## config.mk

```make
export PLATFORM = sky130hd
export DESIGN_NAME = uart_core_param
export DESIGN_NICKNAME = d
export VERILOG_FILES = /design/src/rtl/uart_core_param.sv
export SDC_FILE = /design/constraint.sdc
export NUM_CORES = 1
export LEC_CHECK = 0
export CAP_MARGIN = 20
export CORE_MARGIN = 1.5
export CORE_UTILIZATION = 25
export DETAILED_ROUTE_END_ITERATION = 12
export PLACE_DENSITY = 0.49
export SLEW_MARGIN = 20
export SYNTH_ARGS = -nofsm -noshare
export SYNTH_HDL_FRONTEND = slang
export SYNTH_SLANG_ARGS = --single-unit
```

## constraint.sdc

```tcl
create_clock -name clk -period 1.97 [get_ports clk]
set_input_delay 0.394 -clock clk [delete_from_list [all_inputs] [get_ports clk]]
set_output_delay 0.394 -clock clk [all_outputs]
set_load 0.02 [all_outputs]
```

## src/rtl/uart_core_param.sv

```systemverilog
// Parametrised full-duplex UART: one TX and one RX FSM sharing clk, configurable width/bit period/stop bits.
// Optional parity bit enabled by defining UART_PARITY_EN (PARITY_ODD selects odd parity).
module uart_core_param #(
    parameter int DATA_WIDTH   = 8,
    parameter int CLKS_PER_BIT = 87,
    parameter int STOP_BITS    = 1,
    parameter int PARITY_ODD   = 0
) (
    input  logic                  clk,
    input  logic                  rst,
    input  logic                  start,
    input  logic [DATA_WIDTH-1:0] tx_data_in,
    output logic                  tx,
    output logic                  tx_active,
    output logic                  done_tx,
    input  logic                  rx,
    output logic [DATA_WIDTH-1:0] rx_data_out,
    output logic                  rx_valid,
    output logic                  rx_frame_err,
    output logic                  rx_parity_err
);

    localparam int CNT_W = $clog2(CLKS_PER_BIT);
    localparam int BIT_W = $clog2(DATA_WIDTH);
    localparam logic [CNT_W-1:0] CNT_LAST  = CNT_W'(CLKS_PER_BIT - 1);
    localparam logic [CNT_W-1:0] HALF_LAST = CNT_W'(CLKS_PER_BIT / 2 - 1);
    localparam logic [BIT_W-1:0] BIT_LAST  = BIT_W'(DATA_WIDTH - 1);
    localparam logic             STOP_LAST = (STOP_BITS == 2);

    typedef enum logic [2:0] {
        S_IDLE,
        S_START,
        S_DATA,
`ifdef UART_PARITY_EN
        S_PARITY,
`endif
        S_STOP
    } state_t;

    // ---------------- transmitter ----------------
    state_t                  tx_state, tx_next;
    logic [CNT_W-1:0]        tx_cnt;
    logic [BIT_W-1:0]        tx_idx;
    logic                    tx_stop_idx;
    logic [DATA_WIDTH-1:0]   tx_shift;
    logic                    tx_accept, tx_bit_end, tx_frame_end;
`ifdef UART_PARITY_EN
    logic                    tx_par;
`endif

    always_ff @(posedge clk) begin
        if (!rst) tx_state <= S_IDLE;
        else      tx_state <= tx_next;
    end

    always_comb begin
        tx_next = tx_state;
        case (tx_state)
            S_IDLE:   if (start) tx_next = S_START;
            S_START:  if (tx_bit_end) tx_next = S_DATA;
            S_DATA: begin
                if (tx_bit_end && tx_idx == BIT_LAST) begin
`ifdef UART_PARITY_EN
                    tx_next = S_PARITY;
`else
                    tx_next = S_STOP;
`endif
                end
            end
`ifdef UART_PARITY_EN
            S_PARITY: if (tx_bit_end) tx_next = S_STOP;
`endif
            S_STOP:   if (tx_frame_end) tx_next = S_IDLE;
            default:  tx_next = S_IDLE;
        endcase
    end

    always_comb begin
        tx_accept    = (tx_state == S_IDLE) && start;
        tx_bit_end   = (tx_cnt == CNT_LAST);
        tx_frame_end = (tx_state == S_STOP) && tx_bit_end && (tx_stop_idx == STOP_LAST);
        tx_active    = (tx_state != S_IDLE);
        tx           = 1'b1;
        case (tx_state)
            S_START:  tx = 1'b0;
            S_DATA:   tx = tx_shift[0];
`ifdef UART_PARITY_EN
            S_PARITY: tx = tx_par;
`endif
            default:  tx = 1'b1;
        endcase
    end

    always_ff @(posedge clk) begin
        if (!rst) begin
            tx_cnt      <= '0;
            tx_idx      <= '0;
            tx_stop_idx <= 1'b0;
            done_tx     <= 1'b0;
        end else begin
            done_tx <= tx_frame_end;
            if (tx_accept) begin
                tx_cnt      <= '0;
                tx_idx      <= '0;
                tx_stop_idx <= 1'b0;
            end else if (tx_state != S_IDLE) begin
                if (tx_bit_end) begin
                    tx_cnt <= '0;
                    if (tx_state == S_DATA) tx_idx <= tx_idx + BIT_W'(1);
                    if (tx_state == S_STOP) tx_stop_idx <= 1'b1;
                end else begin
                    tx_cnt <= tx_cnt + CNT_W'(1);
                end
            end
        end
    end

    // Payload and parity are captured once at acceptance, so later tx_data_in changes are harmless.
    always_ff @(posedge clk) begin
        if (tx_accept) begin
            tx_shift <= tx_data_in;
`ifdef UART_PARITY_EN
            tx_par   <= ^tx_data_in ^ 1'(PARITY_ODD);
`endif
        end else if (tx_state == S_DATA && tx_bit_end) begin
            tx_shift <= tx_shift >> 1;
        end
    end

    // ---------------- receiver ----------------
    logic                    rx_s1, rx_s2, rx_d;
    state_t                  rx_state, rx_next;
    logic [CNT_W-1:0]        rx_cnt;
    logic [BIT_W-1:0]        rx_idx;
    logic [DATA_WIDTH-1:0]   rx_shift;
    logic                    rx_fall, rx_mid, rx_finish;
`ifdef UART_PARITY_EN
    logic                    rx_par_bit;
`endif

    // rx_d is one extra stage so a falling edge is seen on synchronised samples only.
    always_ff @(posedge clk) begin
        if (!rst) begin
            rx_s1 <= 1'b1;
            rx_s2 <= 1'b1;
            rx_d  <= 1'b1;
        end else begin
            rx_s1 <= rx;
            rx_s2 <= rx_s1;
            rx_d  <= rx_s2;
        end
    end

    always_ff @(posedge clk) begin
        if (!rst) rx_state <= S_IDLE;
        else      rx_state <= rx_next;
    end

    always_comb begin
        rx_next = rx_state;
        case (rx_state)
            S_IDLE:   if (rx_fall) rx_next = S_START;
            S_START:  if (rx_mid) rx_next = rx_s2 ? S_IDLE : S_DATA;
            S_DATA: begin
                if (rx_mid && rx_idx == BIT_LAST) begin
`ifdef UART_PARITY_EN
                    rx_next = S_PARITY;
`else
                    rx_next = S_STOP;
`endif
                end
            end
`ifdef UART_PARITY_EN
            S_PARITY: if (rx_mid) rx_next = S_STOP;
`endif
            S_STOP:   if (rx_mid) rx_next = S_IDLE;
            default:  rx_next = S_IDLE;
        endcase
    end

    always_comb begin
        rx_fall   = rx_d && !rx_s2;
        rx_mid    = (rx_state == S_START) ? (rx_cnt == HALF_LAST) : (rx_cnt == CNT_LAST);
        rx_finish = (rx_state == S_STOP) && rx_mid;
    end

    always_ff @(posedge clk) begin
        if (!rst) begin
            rx_cnt       <= '0;
            rx_idx       <= '0;
            rx_valid     <= 1'b0;
            rx_frame_err <= 1'b0;
            rx_data_out  <= '0;
        end else begin
            rx_valid     <= rx_finish;
            rx_frame_err <= rx_finish && !rx_s2;
            if (rx_finish) rx_data_out <= rx_shift;
            if (rx_state == S_IDLE) begin
                rx_cnt <= '0;
                rx_idx <= '0;
            end else if (rx_mid) begin
                rx_cnt <= '0;
                if (rx_state == S_DATA) rx_idx <= rx_idx + BIT_W'(1);
            end else begin
                rx_cnt <= rx_cnt + CNT_W'(1);
            end
        end
    end

    always_ff @(posedge clk) begin
        if (rx_state == S_DATA && rx_mid) rx_shift <= {rx_s2, rx_shift[DATA_WIDTH-1:1]};
`ifdef UART_PARITY_EN
        if (rx_state == S_PARITY && rx_mid) rx_par_bit <= rx_s2;
`endif
    end

`ifdef UART_PARITY_EN
    always_ff @(posedge clk) begin
        if (!rst) rx_parity_err <= 1'b0;
        else      rx_parity_err <= rx_finish && (rx_par_bit != (^rx_shift ^ 1'(PARITY_ODD)));
    end
`else
    assign rx_parity_err = 1'b0 & PARITY_ODD[0];
`endif

endmodule

```

# After elaboration in Yosys (flattened, before gate mapping)
# Index checks and enable logic that the tools add are counted.
# totals
romBits,0
latch_bits,0
regBits,57
out_inout_bits,14
in_bits,12
wordCells,80
ram_bits,0
mem_count,0
# op_classes
muxes,16
order_cmp,0
n_bitwise,2
addsub,4
n_mul,0
reduce_logical,23
div_mod_pow,0
shift,0
n_eq_ne,19
# op_table
op,n
3-bit two-way mux,8
3-bit one-hot mux with 4 select lines,2
8-bit two-way mux,2
2-bit != test (second input constant),8
7-bit by 1-bit adder with 7-bit output (second input constant),2
7-bit equality test (second input constant),2
3-bit by 2-bit equality test with 1-bit output (second input constant),4
1-bit logical AND,10
4-bit AND reduction,2
7-bit by 6-bit equality test with 1-bit output (second input constant),1
7-bit two-way mux,1
3-bit by 1-bit adder with 3-bit output (second input constant),2
3-bit by 1-bit equality test with 1-bit output (second input constant),2
3-bit equality test (second input constant),2
3-bit logical NOT,2
3-bit AND reduction,2
2-bit OR reduction,2
3-bit nonzero test,1
3-bit OR reduction,1
2-bit two-way mux,1
1-bit inverter,2
1-bit one-hot mux with 2 select lines,1
2-bit AND reduction,1
2-bit nonzero test,1
2 further kinds,2

# Longest topological paths before layout
# Gate-level depths: netlist of run 1.
# depth
word_depth,5
ltp_mapped,8
mapped_depth_nobuf,6

# Least setup slack after synthesis of run 1
# Ideal clock, no wire load.
# synth_timing
path_kind,reg-to-reg
startpoint,register rx_cnt[0]
endpoint,register rx_shift[0] (enable)
setup_ns,0.395
path_buffers,1
synth_period_minus_slack_ns,2.092
required_time_ns,1.575
slack_ns,-0.122
path_stages_with_launch,6
arrival_time_ns,1.698
cell_sequence,dfxtp_1 inv_1 ha_1 clkbuf_1 inv_1 nor4_1
# synth_via
elab_chain_len,3
# synth_lines
item,line_no,source
from (decl),133,logic [CNT_W-1:0] rx_cnt;
from (signal assigned),205,rx_cnt <= rx_cnt + CNT_W'(1);
7-bit equality test or 7-bit by 6-bit equality test with 1-bit output (tied branches),183,rx_mid = (rx_state == S_START) ? (rx_cnt == HALF_LAST) : (rx_cnt == CNT_LAST);
1-bit two-way mux *,183,
1-bit logical AND *,211,"if (rx_state == S_DATA && rx_mid) rx_shift <= {rx_s2, rx_shift[DATA_WIDTH-1:1]};"
to (signal assigned),211,
to (decl),135,logic [DATA_WIDTH-1:0] rx_shift;
# Mark *: on every way between the ends. The rest lies on a longest branch, timed or not.
# A chain may end at the register's enable or synchronous reset.

# Final worst setup path of run 1
# layout_timing
startpoint,register tx_state[0]
endpoint,output tx_active
# layout_via
elab_chain_len,1
# layout_lines
item,line_no,source
from (decl),41,"state_t tx_state, tx_next;"
from (signal assigned),53,else tx_state <= tx_next;
3-bit nonzero test,82,tx_active = (tx_state != S_IDLE);
to (decl),14,"output logic tx_active,"
# Every way passes these cells.

==> impl_metrics.csv, run 1 <==
group,metric,value,unit
final_layout,postLayoutCoreUtil,0.315,
timing,fmax,548,MHz
setup_path,path_delay_family,"buffers and inverters",
final_layout,drive_gt1_frac,0.106,
global_route,grt_pass1_vias,1597,
global_route,grt_pass1_wl,7410,microns
floorplanning,fp.dieW,101,microns
clock_tree,post_cts_buffers,0,
power_and_ir_drop,p_per_area,866,nW/um^2
placed_design,port_buffers,24,
placed_design,post-dp-hpwl,3180,microns
global_route,grt_overflow,0,
floorplanning,die_area,10200,sq um
drt,wl_per_cell,11.5,microns
timing,finalSetupTns,0,ps
logic_synthesis,synth_warnings,0,
logic_synthesis,yosysSeqAreaShare,0.523,
floorplanning,initial_core_util,0.260,
final_layout,area_growth_syn_to_layout,21.5,%
power_and_ir_drop,p_leak,1.10,nW
logic_synthesis,yosysTopAreaCell,"dfxtp_1",
flow_run,max-cap-violations,0,
placed_design,gp_congestion,0.761,
clock_tree,htree_levels,2,
power_and_ir_drop,clkPwrFrac,0.244,
logic_synthesis,ys_types,41,
logic_synthesis,synthTopCellsByArea,"dfxtp_1, edfxtp_1, ha_1",
global_route,grt_usage,0.0914,
setup_path,arrival,1430,ps
floorplanning,core-area,9280,sq um
floorplanning,fp-row-count,35,
logic_synthesis,ys_ff_latch,55,
power_and_ir_drop,ir_drop,0.000263,V
setup_path,slowest_stage,"dfxtp_1",
drt,via_per_inst,4.26,
timing,period_minus_slack,1830,ps
clock_tree,clockBufferDepth,2,
drt,wl,4420,microns
power_and_ir_drop,comb_power_share,0.231,
timing,final_hold_viol_count,0,
final_layout,fin_area,2930,sq um
final_layout,nNetsFinal,278,
power_and_ir_drop,total_power,2.53,mW
power_and_ir_drop,switching_share,0.299,
floorplanning,ioPinCount,26,
drt,drc,0,
setup_path,cp_num_buf_inv,3,
timing,fin_crit_sh,0.927,
setup_path,required,1580,ps
clock_tree,clock_sinks,55,
logic_synthesis,syn_area,2410,sq um
global_route,antenna_found_initial,0,
setup_path,worst_path_largest_cell_delay,390,ps
logic_synthesis,synth_most_common_cell,"dfxtp_1",
logic_synthesis,synthArstFlopShare,0,
drt,vias,1636,
setup_path,r2r_slack,250,ps
logic_synthesis,synth_nets,246,
setup_path,startpoint_type,"flip-flop",
setup_path,path_class,"reg -> out",
clock_tree,cts_buffers,5,
final_layout,diodes,0,
setup_path,cp_max_fo,4,
logic_synthesis,syn_area_per_cell,10.9,sq um
global_route,grt_max_degree,18,
timing,skew,2.98,ps
timing,final-max-slew-violation-count,0,
logic_synthesis,netlist_instances,222,
setup_path,worstPathCellList,"inv_1, ha_1, inv_1, clkdlybuf4s15_1",
drt,first_pass_iters,4,
clock_tree,clkLatencyLatePin,300,ps
clock_tree,root_buffer,"clkbuf_8",
worst_hold_path,min_path_type,"reg -> reg",
power_and_ir_drop,seqPwrFrac,0.525,
logic_synthesis,synth_enable_flop_cells,16,
timing,rsz0062_at_grt,"no",
setup_path,cpMostUsedCell,"inv_1",
timing,setup_violations,0,
setup_path,cp-end-kind,"output port",
power_and_ir_drop,power.internal,1.78,mW
clock_tree,cts_tree,"done",
drt,drt_iter0_drc,59,
power_and_ir_drop,p_sw,0.758,mW
clock_tree,path_clk_slew,100,ps
placed_design,placed_area,2840,sq um
logic_synthesis,ys.flop_type,"dfxtp_1",
drt,final_antenna_net_count,0,
floorplanning,die_height,101,microns
run_status,status,"finished clean",
logic_synthesis,netlist_top_cells_count,"dfxtp_1, nor2_1, edfxtp_1",
logic_synthesis,synth_top_area_frac,0.324,
repair_timing:
item | CTS | global route
resized for setup | 2 | 5
hold buffers | 0 | 0
setup endpoints to repair | 2 | 15
gates cloned | 0 | 0
pin swaps | 0 | 0
placed cells by master, fill, tap and decap left out, types with 2 or more instances in the layout:
cell type        count
a21oi_1              2
a31oi_1              5
and3_1               4
and4b_1              3
buf_4               11
clkbuf_8             5
clkdlybuf4s50_1     22
clkinvlp_4           2
dfxtp_1             39
edfxtp_1            16
ha_1                12
inv_1               10
mux2_1               7
mux2i_1             11
nand2_1             13
nand2b_1             4
nand3_1              6
nand4_1              4
nor2_1              24
nor2b_1              4
nor3_1              11
nor4_2               2
o211ai_1             4
o21ai_0              3
o22ai_1              2
xnor2_1              7
xor2_1               5
power groups by stage:
stage | Sequential [mW] | Combinational [mW] | Clock, mW
after floorplan | 1.34 | 0.408 | 0
after global placement | 1.35 | 0.602 | 0
after detailed placement | 1.36 | 0.605 | 0
after CTS | 1.33 | 0.587 | 0.652
after global routing | 1.34 | 0.655 | 0.691
final | 1.33 | 0.586 | 0.618
final cells by class:
| class | instances | area [sq um] |
|---|---|---|
| flip-flops and latches | 55 | 1260 |
| multi-input cells | 147 | 1060 |
| inverters | 10 | 37.5 |
| fillers | 942 | 6360 |
| clock buffers | 5 | 68.8 |
| well taps | 129 | 161 |
| clock inverters | 3 | 20.0 |
| repair buffers | 35 | 318 |
per-layer routing:
layer	up-vias	GRT usage	wire length [microns]
met5	-	0	0
met4	0	0.0385	79
met3	6	0.0214	161
met2	33	0.147	1930
met1	755	0.118	2250
li1	842	-	-
logic make-up after synthesis:
family / count (synthesis) / share of synthesized area
and+or+nand+nor: 82 / 0.185
DFF: 55 / 0.523
AOI/OAI and AO/OA: 22 / 0.0659
buffers and inverters: 20 / 0.0400
muxes: 18 / 0.0784
adders and majority gates: 12 / 0.0623
xor gates and xnor gates: 12 / 0.0436
other: 1 / 0.00156
state kept, by name (all words and copies together), names as in the netlist:
name,count
tx_shift,8
rx_valid,1
done_tx,1
rx_s2,1
rx_cnt,7
tx_state,2
rx_frame_err,1
rx_s1,1
rx_shift,8
rx_data_out,8
rx_idx,3
tx_idx,3
tx_stop_idx,1
rx_state,2
rx_d,1
tx_cnt,7
worst register-to-register path, delay by kind of cell (launching register included):
| family | cells | cell delay, ps |
|---|---|---|
| flops | 1 | 410 |
| simple gates | 2 | 650 |
| compound gates | 2 | 610 |
path summary, 6_finish.rpt:
| path | startpoint | endpoint | cells after the start |
|---|---|---|---|
| setup / recovery | tx_state[0] | tx_active | 4 |
| setup reg to reg | rx_cnt[3] | rx_state[1] | 4 |
| hold / removal | rx_s1 | rx_s2 | 1 |
| hold reg to reg | rx_s1 | rx_s2 | 1 |
stage by stage:
step	std cells	setup WS [ps]	hold WS, ps
6_report	384	144	414
5_1_grt	384	15.7	435
4_1_cts	384	39.4	415
3_5_place_dp	376	103	395
3_3_place_gp	376	138	389
2_1_floorplan	222	193	386
Note: power is estimated with default switching activity, not from simulation.
==> run 2: changes to the inputs <==
- CTS_CLUSTER_SIZE: not set -> 16
- SLEW_MARGIN: 20 -> 30
==> results of run 2 <==
The final DEF is identical to that of run 1; final timing and power are the same.
==> run 3: changes to the inputs <==
- SKIP_LAST_GASP: not set -> 1
==> impl_metrics.csv, run 3 (synthesized netlist as in run 1, its figures left out) <==
group,metric,value,unit
clock_tree,clockBufferDepth,2,
clock_tree,post_cts_buffers,0,
clock_tree,hold_buffers,0,
power_and_ir_drop,p_sw,0.758,mW
clock_tree,path_clk_slew,100,ps
floorplanning,initial_core_util,0.260,
final_layout,area_growth_syn_to_layout,21.7,%
timing,rsz0062_at_grt,"yes",
global_route,grt_overflow,0,
final_layout,drive_gt1_frac,0.102,
worst_hold_path,min_path_type,"reg -> reg",
drt,first_pass_iters,4,
global_route,grt_max_degree,18,
global_route,grt_usage,0.0914,
timing,fmax,524,MHz
power_and_ir_drop,seqPwrFrac,0.523,
drt,final_antenna_net_count,0,
floorplanning,core-area,9280,sq um
run_status,status,"finished clean",
clock_tree,root_buffer,"clkbuf_8",
setup_path,worst_path_largest_cell_delay,390,ps
floorplanning,die_area,10200,sq um
timing,finalSetupTns,0,ps
clock_tree,clkLatencyLatePin,300,ps
setup_path,cp_num_buf_inv,2,
drt,wl,4420,microns
timing,setup_violations,0,
setup_path,worstPathCellList,"inv_1, ha_1, o21ai_0, clkdlybuf4s15_1",
final_layout,layout_common_cells,"dfxtp_1, nor2_1, clkdlybuf4s50_1, edfxtp_1, nand2_1",
placed_design,port_buffers,24,
placed_design,post-dp-hpwl,3180,microns
flow_run,max-cap-violations,0,
timing,final-max-slew-violation-count,0,
power_and_ir_drop,total_power,2.54,mW
setup_path,cp_max_fo,4,
timing,final_hold_viol_count,0,
floorplanning,fp.dieW,101,microns
final_layout,fin_area,2930,sq um
setup_path,path_class,"reg -> out",
power_and_ir_drop,comb_power_share,0.234,
final_layout,finalNonFillerCells,384,
final_layout,postLayoutCoreUtil,0.316,
placed_design,placed_cells_incl_taps,376,
power_and_ir_drop,p_leak,1.10,nW
power_and_ir_drop,ir_drop,0.000263,V
drt,wl_per_cell,11.5,microns
final_layout,n_fill_cell,942,
final_layout,layout_commonest_cell,"dfxtp_1",
placed_design,gp_congestion,0.761,
power_and_ir_drop,switching_share,0.298,
setup_path,path_delay_family,"buffers and inverters",
setup_path,required,1580,ps
global_route,grt_pass1_vias,1597,
power_and_ir_drop,clkPwrFrac,0.243,
drt,drt_iter0_drc,59,
global_route,antenna_found_initial,0,
timing,skew,2.98,ps
final_layout,diodes,0,
drt,via_per_inst,4.26,
setup_path,startpoint_type,"flip-flop",
power_and_ir_drop,p_per_area,867,nW/um^2
drt,drc,0,
setup_path,cp-end-kind,"output port",
placed_design,placed_area,2840,sq um
floorplanning,die_height,101,microns
floorplanning,ioPinCount,26,
setup_path,arrival,1510,ps
clock_tree,cts_tree,"done",
power_and_ir_drop,power.internal,1.78,mW
final_layout,nNetsFinal,278,
clock_tree,htree_levels,2,
clock_tree,clock_sinks,55,
global_route,grt_pass1_wl,7410,microns
setup_path,slowest_stage,"dfxtp_1",
timing,period_minus_slack,1910,ps
timing,fin_crit_sh,0.968,
clock_tree,cts_buffers,5,
drt,vias,1635,
floorplanning,fp-row-count,35,
final_layout,reg_top3,"rx_data_out: 8 flops, rx_shift: 8 flops, tx_shift: 8 flops",
==> run 3: changes by cell type in the layout (fill, tap and decap cells not counted), sizes merged <==
cell	delta
clkdlybuf4s15	+1
clkbuf	-1
==> run 3: routing by layer <==
layer  vias up  GRT usage  part of all wire
li1        842          -                 -
met1       756      0.118              0.51
met2        31      0.147              0.44
met3         6     0.0214             0.036
met4         0     0.0385             0.018
met5         -          0                 0
==> run 3: per-stage QoR <==
stage	worst slack [ps]	hold slack [ps]
3_3_place_gp	138	389
6_report	62.7	414
3_5_place_dp	103	395
5_1_grt	-19.0	435
4_1_cts	39.4	415
2_1_floorplan	193	386
==> run 3: timing repair <==
item                       in CTS  in global routing
gates resized for setup         2                  3
setup endpoints to repair       2                 15
hold endpoints to repair        0                  0
==> run 3: layout make-up <==
class / count / area [sq um] / share of cell area
clock buffer: 5 / 68.8 / 0.0235
clock inverter: 3 / 20.0 / 0.00683
inverter: 10 / 37.5 / 0.0128
multi-input combinational: 147 / 1060 / 0.362
sequential: 55 / 1260 / 0.430
tap: 129 / 161 / 0.0550
timing repair buffer: 35 / 323 / 0.110
==> run 3: power groups by stage <==
stage	logic [mW]	registers, mW	clock network, mW
6_report	0.593	1.33	0.618
5_1_grt	0.663	1.34	0.691
4_1_cts	0.587	1.33	0.652
3_5_place_dp	0.605	1.36	0
3_3_place_gp	0.602	1.35	0
2_1_floorplan	0.408	1.34	0
==> run 3: path summary, 6_finish.rpt <==
check / start / end / slack [ps] / cells after the start
max: tx_state[1] / tx / 60 / 4
min: rx_s1 / rx_s2 / 410 / 1
max reg2reg: rx_cnt[3] / rx_state[1] / 250 / 4
min reg2reg: rx_s1 / rx_s2 / 410 / 1
==> run 3: worst reg2reg max path, cell delays in order, from the launching register on <==
cell and delay [ps]:
dfxtp_1 410, or3b_1 380, nor4b_2 270, o21a_1 390
a41o_1 220
